==> config.mk <==
export PLATFORM = sky130hd
export DESIGN_NAME = alu_flag_stage_flat
export DESIGN_NICKNAME = d
export VERILOG_FILES = /design/src/rtl/alu_flag_stage_if.sv /design/src/rtl/alu_flag_stage.sv /design/src/flat_wrapper.sv
export SDC_FILE = /design/constraint.sdc
export NUM_CORES = 1
export LEC_CHECK = 0
export ABC_AREA = 1
export CORE_MARGIN = 2
export CORE_UTILIZATION = 38
export CTS_CLUSTER_DIAMETER = 200
export DETAILED_ROUTE_END_ITERATION = 7
export MAX_ROUTING_LAYER = met4
export PLACE_DENSITY = 0.71
export RECOVER_POWER = 25
export SYNTH_ARGS = -nofsm -noshare
export SYNTH_HDL_FRONTEND = slang
export SYNTH_SLANG_ARGS = --single-unit
==> constraint.sdc <==
create_clock -name clk -period 1.2 [get_ports clk]
set_input_delay 0.24 -clock clk [delete_from_list [all_inputs] [get_ports clk]]
set_output_delay 0.24 -clock clk [all_outputs]
set_load 0.01 [all_outputs]
==> src/rtl/alu_flag_stage_if.sv <==
// ---------------------------------------------------------------------------
// alu_flag_stage_if
// Bundles the signals of the ALU result/flag stage into one interface.
//
// Upstream beat (adder side):
//   in_valid, in_ready, a, b, s (adder sum), ovf (adder carry-out)
// Downstream beat (consumer side):
//   out_valid, out_ready, res, flag_z, flag_n, flag_c, flag_v
// Status:
//   sticky_c, sticky_v (sticky carry/overflow), clr (software clear)
//
// Modports:
//   master - the environment: drives beats, out_ready and clr
//   slave  - the stage itself
// ---------------------------------------------------------------------------
interface alu_flag_stage_if #(
  parameter int N = 4
);
  logic         in_valid;
  logic         in_ready;
  logic [N-1:0] a;
  logic [N-1:0] b;
  logic [N-1:0] s;
  logic         ovf;
  logic         out_valid;
  logic         out_ready;
  logic [N-1:0] res;
  logic         flag_z;
  logic         flag_n;
  logic         flag_c;
  logic         flag_v;
  logic         sticky_c;
  logic         sticky_v;
  logic         clr;

  modport master (
    output in_valid, a, b, s, ovf, out_ready, clr,
    input  in_ready, out_valid, res, flag_z, flag_n, flag_c, flag_v,
           sticky_c, sticky_v
  );

  modport slave (
    input  in_valid, a, b, s, ovf, out_ready, clr,
    output in_ready, out_valid, res, flag_z, flag_n, flag_c, flag_v,
           sticky_c, sticky_v
  );
endinterface

==> src/rtl/alu_flag_stage.sv <==
// ---------------------------------------------------------------------------
// alu_flag_stage
// Registered result/flag stage behind the N-bit ripple-carry adder.
// Captures sum, carry-out and operands at accept, derives Z/N/C/V flags,
// and presents them on a valid/ready output through a 2-entry skid buffer
// (output register + one skid register) so the adder runs at full rate
// under backpressure. Keeps sticky carry/overflow bits, cleared by clr.
//
// Ports:
//   clk  - single clock, rising edge
//   rst  - synchronous active-high reset
//   bus  - alu_flag_stage_if.slave (beats in, result/flags out, sticky)
// ---------------------------------------------------------------------------
module alu_flag_stage #(
  parameter int N = 4
) (
  input logic                 clk,
  input logic                 rst,
  alu_flag_stage_if.slave     bus
);

  // Stored beat layout: {c, v, n, z, res[N-1:0]}
  localparam int W = N + 4;

  localparam logic [1:0] EMPTY = 2'd0;
  localparam logic [1:0] ONE   = 2'd1;
  localparam logic [1:0] TWO   = 2'd2;

  // Builds a stored beat from the sampled adder inputs.
  function automatic logic [W-1:0] make_beat(
    input logic [N-1:0] op_a,
    input logic [N-1:0] op_b,
    input logic [N-1:0] sum,
    input logic         carry
  );
    logic z;
    logic n;
    logic v;
    z = (sum == {N{1'b0}});
    n = sum[N-1];
    // Signed overflow: operands share a sign and the sum's sign differs.
    v = (op_a[N-1] == op_b[N-1]) & (sum[N-1] != op_a[N-1]);
    return {carry, v, n, z, sum};
  endfunction

  logic [1:0]   state;
  logic [1:0]   state_next;
  logic [W-1:0] out_beat;
  logic [W-1:0] skid_beat;
  logic [W-1:0] in_beat;
  logic         valid_reg;
  logic         ready_reg;
  logic         sticky_c_reg;
  logic         sticky_v_reg;
  logic         sticky_c_next;
  logic         sticky_v_next;
  logic         accept;
  logic         deliver;
  logic         load_out_in;
  logic         load_out_skid;
  logic         load_skid;

  assign in_beat = make_beat(bus.a, bus.b, bus.s, bus.ovf);
  assign accept  = bus.in_valid & ready_reg;
  assign deliver = valid_reg & bus.out_ready;

  // Next-state and register-load selection for the two-entry buffer.
  always_comb begin
    state_next    = state;
    load_out_in   = 1'b0;
    load_out_skid = 1'b0;
    load_skid     = 1'b0;
    case (state)
      EMPTY: begin
        if (accept) begin
          state_next  = ONE;
          load_out_in = 1'b1;
        end else begin
          state_next = EMPTY;
        end
      end
      ONE: begin
        if (accept && deliver) begin
          state_next  = ONE;
          load_out_in = 1'b1;
        end else if (accept) begin
          state_next = TWO;
          load_skid  = 1'b1;
        end else if (deliver) begin
          state_next = EMPTY;
        end else begin
          state_next = ONE;
        end
      end
      TWO: begin
        // in_ready is low here, so only a deliver can move the state.
        if (deliver) begin
          state_next    = ONE;
          load_out_skid = 1'b1;
        end else begin
          state_next = TWO;
        end
      end
      default: begin
        state_next = EMPTY;
      end
    endcase
  end

  // Sticky status: a set from the delivered beat beats a same-cycle clr.
  always_comb begin
    sticky_c_next = (bus.clr ? 1'b0 : sticky_c_reg) | (deliver & out_beat[W-1]);
    sticky_v_next = (bus.clr ? 1'b0 : sticky_v_reg) | (deliver & out_beat[W-2]);
  end

  // State, beat storage, handshake outputs and sticky bits.
  always_ff @(posedge clk) begin
    if (rst) begin
      state        <= EMPTY;
      out_beat     <= {W{1'b0}};
      skid_beat    <= {W{1'b0}};
      valid_reg    <= 1'b0;
      ready_reg    <= 1'b0;
      sticky_c_reg <= 1'b0;
      sticky_v_reg <= 1'b0;
    end else begin
      state        <= state_next;
      valid_reg    <= (state_next != EMPTY);
      ready_reg    <= (state_next != TWO);
      sticky_c_reg <= sticky_c_next;
      sticky_v_reg <= sticky_v_next;
      if (load_out_in) begin
        out_beat <= in_beat;
      end else if (load_out_skid) begin
        out_beat <= skid_beat;
      end else begin
        out_beat <= out_beat;
      end
      if (load_skid) begin
        skid_beat <= in_beat;
      end else begin
        skid_beat <= skid_beat;
      end
    end
  end

  assign bus.in_ready  = ready_reg;
  assign bus.out_valid = valid_reg;
  assign bus.res       = out_beat[N-1:0];
  assign bus.flag_z    = out_beat[W-4];
  assign bus.flag_n    = out_beat[W-3];
  assign bus.flag_v    = out_beat[W-2];
  assign bus.flag_c    = out_beat[W-1];
  assign bus.sticky_c  = sticky_c_reg;
  assign bus.sticky_v  = sticky_v_reg;

endmodule

==> src/flat_wrapper.sv <==
// flat-port wrapper written by rule: the top's interface ports become plain ports
module alu_flag_stage_flat 
#(
  parameter int N = 4
)
  (clk, rst, bus_in_valid, bus_a, bus_b, bus_s, bus_ovf, bus_out_ready, bus_clr, bus_in_ready, bus_out_valid, bus_res, bus_flag_z, bus_flag_n, bus_flag_c, bus_flag_v, bus_sticky_c, bus_sticky_v);
  alu_flag_stage_if #(.N(N)) bus_i ();
  input logic clk;
  input logic rst;
  input wire logic [$bits(bus_i.in_valid)-1:0] bus_in_valid;
  input wire logic [$bits(bus_i.a)-1:0] bus_a;
  input wire logic [$bits(bus_i.b)-1:0] bus_b;
  input wire logic [$bits(bus_i.s)-1:0] bus_s;
  input wire logic [$bits(bus_i.ovf)-1:0] bus_ovf;
  input wire logic [$bits(bus_i.out_ready)-1:0] bus_out_ready;
  input wire logic [$bits(bus_i.clr)-1:0] bus_clr;
  output wire logic [$bits(bus_i.in_ready)-1:0] bus_in_ready;
  output wire logic [$bits(bus_i.out_valid)-1:0] bus_out_valid;
  output wire logic [$bits(bus_i.res)-1:0] bus_res;
  output wire logic [$bits(bus_i.flag_z)-1:0] bus_flag_z;
  output wire logic [$bits(bus_i.flag_n)-1:0] bus_flag_n;
  output wire logic [$bits(bus_i.flag_c)-1:0] bus_flag_c;
  output wire logic [$bits(bus_i.flag_v)-1:0] bus_flag_v;
  output wire logic [$bits(bus_i.sticky_c)-1:0] bus_sticky_c;
  output wire logic [$bits(bus_i.sticky_v)-1:0] bus_sticky_v;
  assign bus_i.in_valid = bus_in_valid;
  assign bus_i.a = bus_a;
  assign bus_i.b = bus_b;
  assign bus_i.s = bus_s;
  assign bus_i.ovf = bus_ovf;
  assign bus_i.out_ready = bus_out_ready;
  assign bus_i.clr = bus_clr;
  assign bus_in_ready = bus_i.in_ready;
  assign bus_out_valid = bus_i.out_valid;
  assign bus_res = bus_i.res;
  assign bus_flag_z = bus_i.flag_z;
  assign bus_flag_n = bus_i.flag_n;
  assign bus_flag_c = bus_i.flag_c;
  assign bus_flag_v = bus_i.flag_v;
  assign bus_sticky_c = bus_i.sticky_c;
  assign bus_sticky_v = bus_i.sticky_v;
  alu_flag_stage #(.N(N)) u_core (.clk(clk), .rst(rst), .bus(bus_i));
endmodule
* Yosys cells after proc, flatten, opt, wreduce, memory -nomap -nowiden
Cells that the tools add are included.
** Word-level totals
- Bits in registers :: 22
- Bits of input ports :: 18
** Operators by class
- Eq/ne operators :: 5
- Muxes and demuxes :: 17
- Bitwise operators :: 7
- Reductions and logical operators :: 5
** Operators with widths (number)
- $mux 8 :: 2
- $mux 1 :: 10
- $mux 2 :: 3
- $pmux 2 s3 :: 1
- $and 1x1->1 :: 5
- $logic_not 4->1 :: 1
- $reduce_bool 2->1 :: 2
- $eq 2x1->1 const B :: 1
- $eq 2x2->1 const B :: 1
- $logic_not 2->1 :: 1
- $ne 2x2->1 const B :: 1
- $or 1x1->1 :: 2
- $pmux 1 s2 :: 1
- $eq 1x1->1 :: 1
- $logic_and 1x1->1 :: 1
- $ne 1x1->1 :: 1

* Longest topological paths before layout
- Depth in word-level cells :: 6
- Depth in mapped cells :: 9
- Gate-level depth less buffers :: 9

* Worst setup path after synthesis
No wires, ideal clock.
- Path type :: flip-flop to flip-flop
- Start point :: register u_core.valid_reg, in the netlist u_core.bus.out_valid
- End point :: register u_core.out_beat[6]
- Library setup time :: 0.132 ns
- Data arrival time :: 1.215 ns
- Required time :: 1.068 ns
- Slack :: -0.147 ns
- Cell stages (with the launch flop) :: 9
- Buffers on the path :: 0
- Path through :: dfxtp_1 > nand2_1 > inv_1 > ha_1 > nand3_1 > nand2_2 > nand2_1 > nand2_1 > a21oi_1
** Between the ends
- Word-level cells in the longest chain between the ends :: 5
- Elaborated cells on any way between the ends :: 8
** Ends and longest elaborated chain
- start: declaration :: RTL line alu_flag_stage.sv:51 : logic valid_reg;
- start signal: assignment :: RTL line alu_flag_stage.sv:128 : valid_reg <= (state_next != EMPTY);
- $and 1x1->1 * :: RTL line alu_flag_stage.sv:65 : assign deliver = valid_reg & bus.out_ready;
- $logic_and 1x1->1 :: RTL line alu_flag_stage.sv:83 : if (accept && deliver) begin
- $mux 1 :: RTL line alu_flag_stage.sv:83
- $pmux 1 s2 :: RTL line alu_flag_stage.sv:73 : case (state)
- $mux 8 / $reduce_bool 2->1 (equally long branches)
- end signal: assignment :: RTL line alu_flag_stage.sv:133 : out_beat <= in_beat;
- end signal: assignment :: RTL line alu_flag_stage.sv:135 : out_beat <= skid_beat;
- end signal: assignment :: RTL line alu_flag_stage.sv:137 : out_beat <= out_beat;
- end: declaration :: RTL line alu_flag_stage.sv:48 : logic [W-1:0] out_beat;
Every way passes the cells marked *; elsewhere a longest branch is shown, timed or not.
A chain may end at the register's enable or synchronous reset.

* Final worst setup path
- Start point :: register u_core.valid_reg, in the netlist u_core.bus.out_valid
- End point :: register u_core.out_beat[2]
The elaborated chain is that of the path after synthesis.

==> reports/qor.yml <==
switchingPower_uw: 434
rsz0062_at_grt: "true"
route.top_layer_used: "met4"
io_buffers: 23
n_antenna_cell: 0
syn2layout_area_growth_pct: 47.2
switching_share_pct: 29.2
htreeDepth: 1
power_density_nw_per_um2: 1140
yosysTopAreaCell: "dfxtp_1"
postRouteAntennaNets: 0
rows: 17
reg2reg_slack_ns: 0.02
initial_core_util_pct: 40.2
rr_endpoint: "u_core.out_beat[2]"
dieHeight_um: 52.4
post_route_cells_drive_above_1_share_pct: 23.9
required_ns: 1.45
met3_length_um: 75
dieArea_um2: 2740
viasPerCell: 4.66
cts.path.max_buffers: 2
timing.max_cap.violations: 0
routed_wl_mm: 2.04
top_regs: "u_core.out_beat x7, u_core.skid_beat x7, u_core.state x2"
synthCells: 131
hp-class: "input port to flop"
r2r_start: "u_core.bus.out_valid"
relSlewSlack_pct: 83.6
grt_start_max_net_pins: 12
grt.total_usage_pct: 16.6
yosysSeqAreaShare_pct: 45.1
drc: 0
met1Wirelength_um: 920
syn_avg_cell_area_um2: 6.78
ir_drop_uv: 574
path_max_fanout: 5
synth_cell_types: 17
detail_route.first_pass.iterations: 4
p_clk_share_pct: 27.7
clk_pin_slew_worst_paths_ns: 0.13
postCtsSetupRepairBufs: 0
yosysTopAreaCellShare_pct: 45.1
worst_clock_skew_ns: 0.00823
cts_tree: "yes"
worstSkewPairLatency_ns: 0.31
hold_viol_final: 0
critPathLaunchType: "flop"
slew_viol_final: 0
seqPwrFrac_pct: 50.0
yosys.area_share.simple_pct: 34.4
syn_area_um2: 888
root_buffer: "clkbuf_4"
final.setup.worst_slack_ns: 0.0157
p_comb_share_pct: 22.3
dp_slack_ns: -0.362
ys_ff_latch: 20
synth_xor_area_share_pct: 0
fin_tns_setup_ns: 0
dr_total_vias: 891
synth_nets: 150
fmax_mhz: 844
total_power_mw: 1.49
pin_count: 30
post-route-util_pct: 59.1
min_period_ns: 1.18
synth_top_family_by_area: "simple AND/OR/NAND/NOR gates"
period_share_pct: 98.7
antenna_found_initial: 0
outcome: "completed"
grt_pass1_vias: 830
grt_overflow: 0
muxShareOfSynthArea_pct: 0
final_nets: 183
post-dp-hpwl_mm: 1.49
grt_pass1_wl_mm: 3.32
crit_end: "u_core.out_beat[2]"
cts_buffers: 3
drt-initial-drc-count: 12
critPathCaptureType: "flop"
gp_congestion: 0.762
critPathKind: "flop to flop"
reg2reg_depth: 8
leakagePower_nw: 0.627
yosysWarnings: 0
worst_pin_slew_ns: 0.245
die-width_um: 52.4
finalSetupViolations: 0
ys_top_cells_by_area: "dfxtp_1 45%, nand2_1 14%, nor2_1 11%, inv_1 5.5%, a21oi_1 4.5%"
synth-compound-area-share_pct: 10.7
clock-sinks: 20
coreArea_um2: 2210
route.met2.wl_mm: 1.03
synth_fa_ha_area_share_pct: 1.41
cp-startpoint: "u_core.bus.out_valid"
wl_per_cell_um: 10.7
intPower_mw: 1.05
worstPathArrival_ns: 1.43
-- Yosys cell counts, drive strengths merged --
library cell,n
dfxtp,20
o21bai,1
o211ai,1
nor2,29
nand3,8
ha,1
buf,2
inv,15
a21oi,8
o21ai,8
clkbuf,1
nand2,37
-- cell type report --
| type | instances | area (µm²) |
|---|---|---|
| clock buffers | 4 | 36.3 |
| fillers | 208 | 905 |
| inverters | 15 | 56.3 |
| multi-input cells | 93 | 485 |
| flip-flops and latches | 20 | 405 |
| well taps | 28 | 35.0 |
| repair buffers | 31 | 289 |
-- power by group through the flow --
stage	Combinational (mW)	Sequential [mW]	Clock, mW
after global routing	0.366	0.751	0.439
after CTS	0.312	0.742	0.413
after floorplan	0.150	0.766	0
after global placement	0.310	0.754	0
after detailed placement	0.316	0.756	0
final	0.332	0.745	0.412
-- how the worst min path moves through the flow --
stage,endpoint,from,depth (start not counted),slack (ns)
after CTS,u_core.state[1],bus_out_ready,4,0.46
after global routing,u_core.bus.sticky_c,u_core.bus.sticky_c,2,0.50
after detailed placement,u_core.bus.sticky_v,u_core.bus.sticky_v,2,0.46
after global placement,u_core.bus.sticky_v,u_core.bus.sticky_v,2,0.45
final,u_core.state[1],bus_out_ready,4,0.46
after floorplan,u_core.bus.out_valid,rst,1,0.35
-- worst max-delay path, stage by stage, from the launching register on --
cell and delay, ns:
dfxtp_2 0.35, nand2_2 0.07, inv_2 0.06, ha_4 0.16
nand3_4 0.08, nand3_2 0.14, nor2_2 0.13, nor2_2 0.04
nor2_1 0.09
-- metal layers --
layer	global-route usage [%]	vias to the layer above
li1	-	471
met1	19.5	403
met2	27.1	15
met3	2.86	2
met4	8.55	0
met5	-	-
-- stage by stage --
stage | instances | hold WS [ns] | area [µm²]
final | 191 | 0.463 | 1310
after global routing | 191 | 0.499 | 1310
after CTS | 191 | 0.464 | 1270
after detailed placement | 187 | 0.458 | 1210
after global placement | 187 | 0.451 | 1210
after floorplan | 131 | 0.348 | 902
-- layout by cell type (no fill, tap or decap) --
master,instances
nand3_2,1
buf_6,1
ha_4,1
dlymetal6s2s_1,1
nor2_4,2
o21ai_0,4
clkbuf_4,3
o211ai_1,1
o21bai_1,1
nor2_2,4
nor2_1,23
clkbuf_8,1
nand3_1,6
clkdlybuf4s15_1,7
o21ai_1,4
inv_2,6
nand2_2,5
clkdlybuf4s50_1,9
dfxtp_2,4
inv_1,9
nand2_1,29
buf_4,7
dlygate4sd2_1,6
dfxtp_1,16
a21oi_1,8
nand3_4,1
nand2_4,3
-- what timing repair did --
action / 4_1_cts / 5_1_grt
hold buffers: 0 / 0
pin swaps: 5 / 12
gates resized for setup: 24 / 20
endpoints found under the setup margin: 22 / 24
-- kinds of logic (layout without fill, tap and decap cells) --
kind of cell               count (synthesis)  after routing
and+or+nand+nor                           74             74
DFF                                       20             20
adders and majority gates                  1              1
AOI/OAI and AO/OA                         18             18
buffers and inverters                     18             50
No activity file was read; power rests on OpenSTA's default activity.
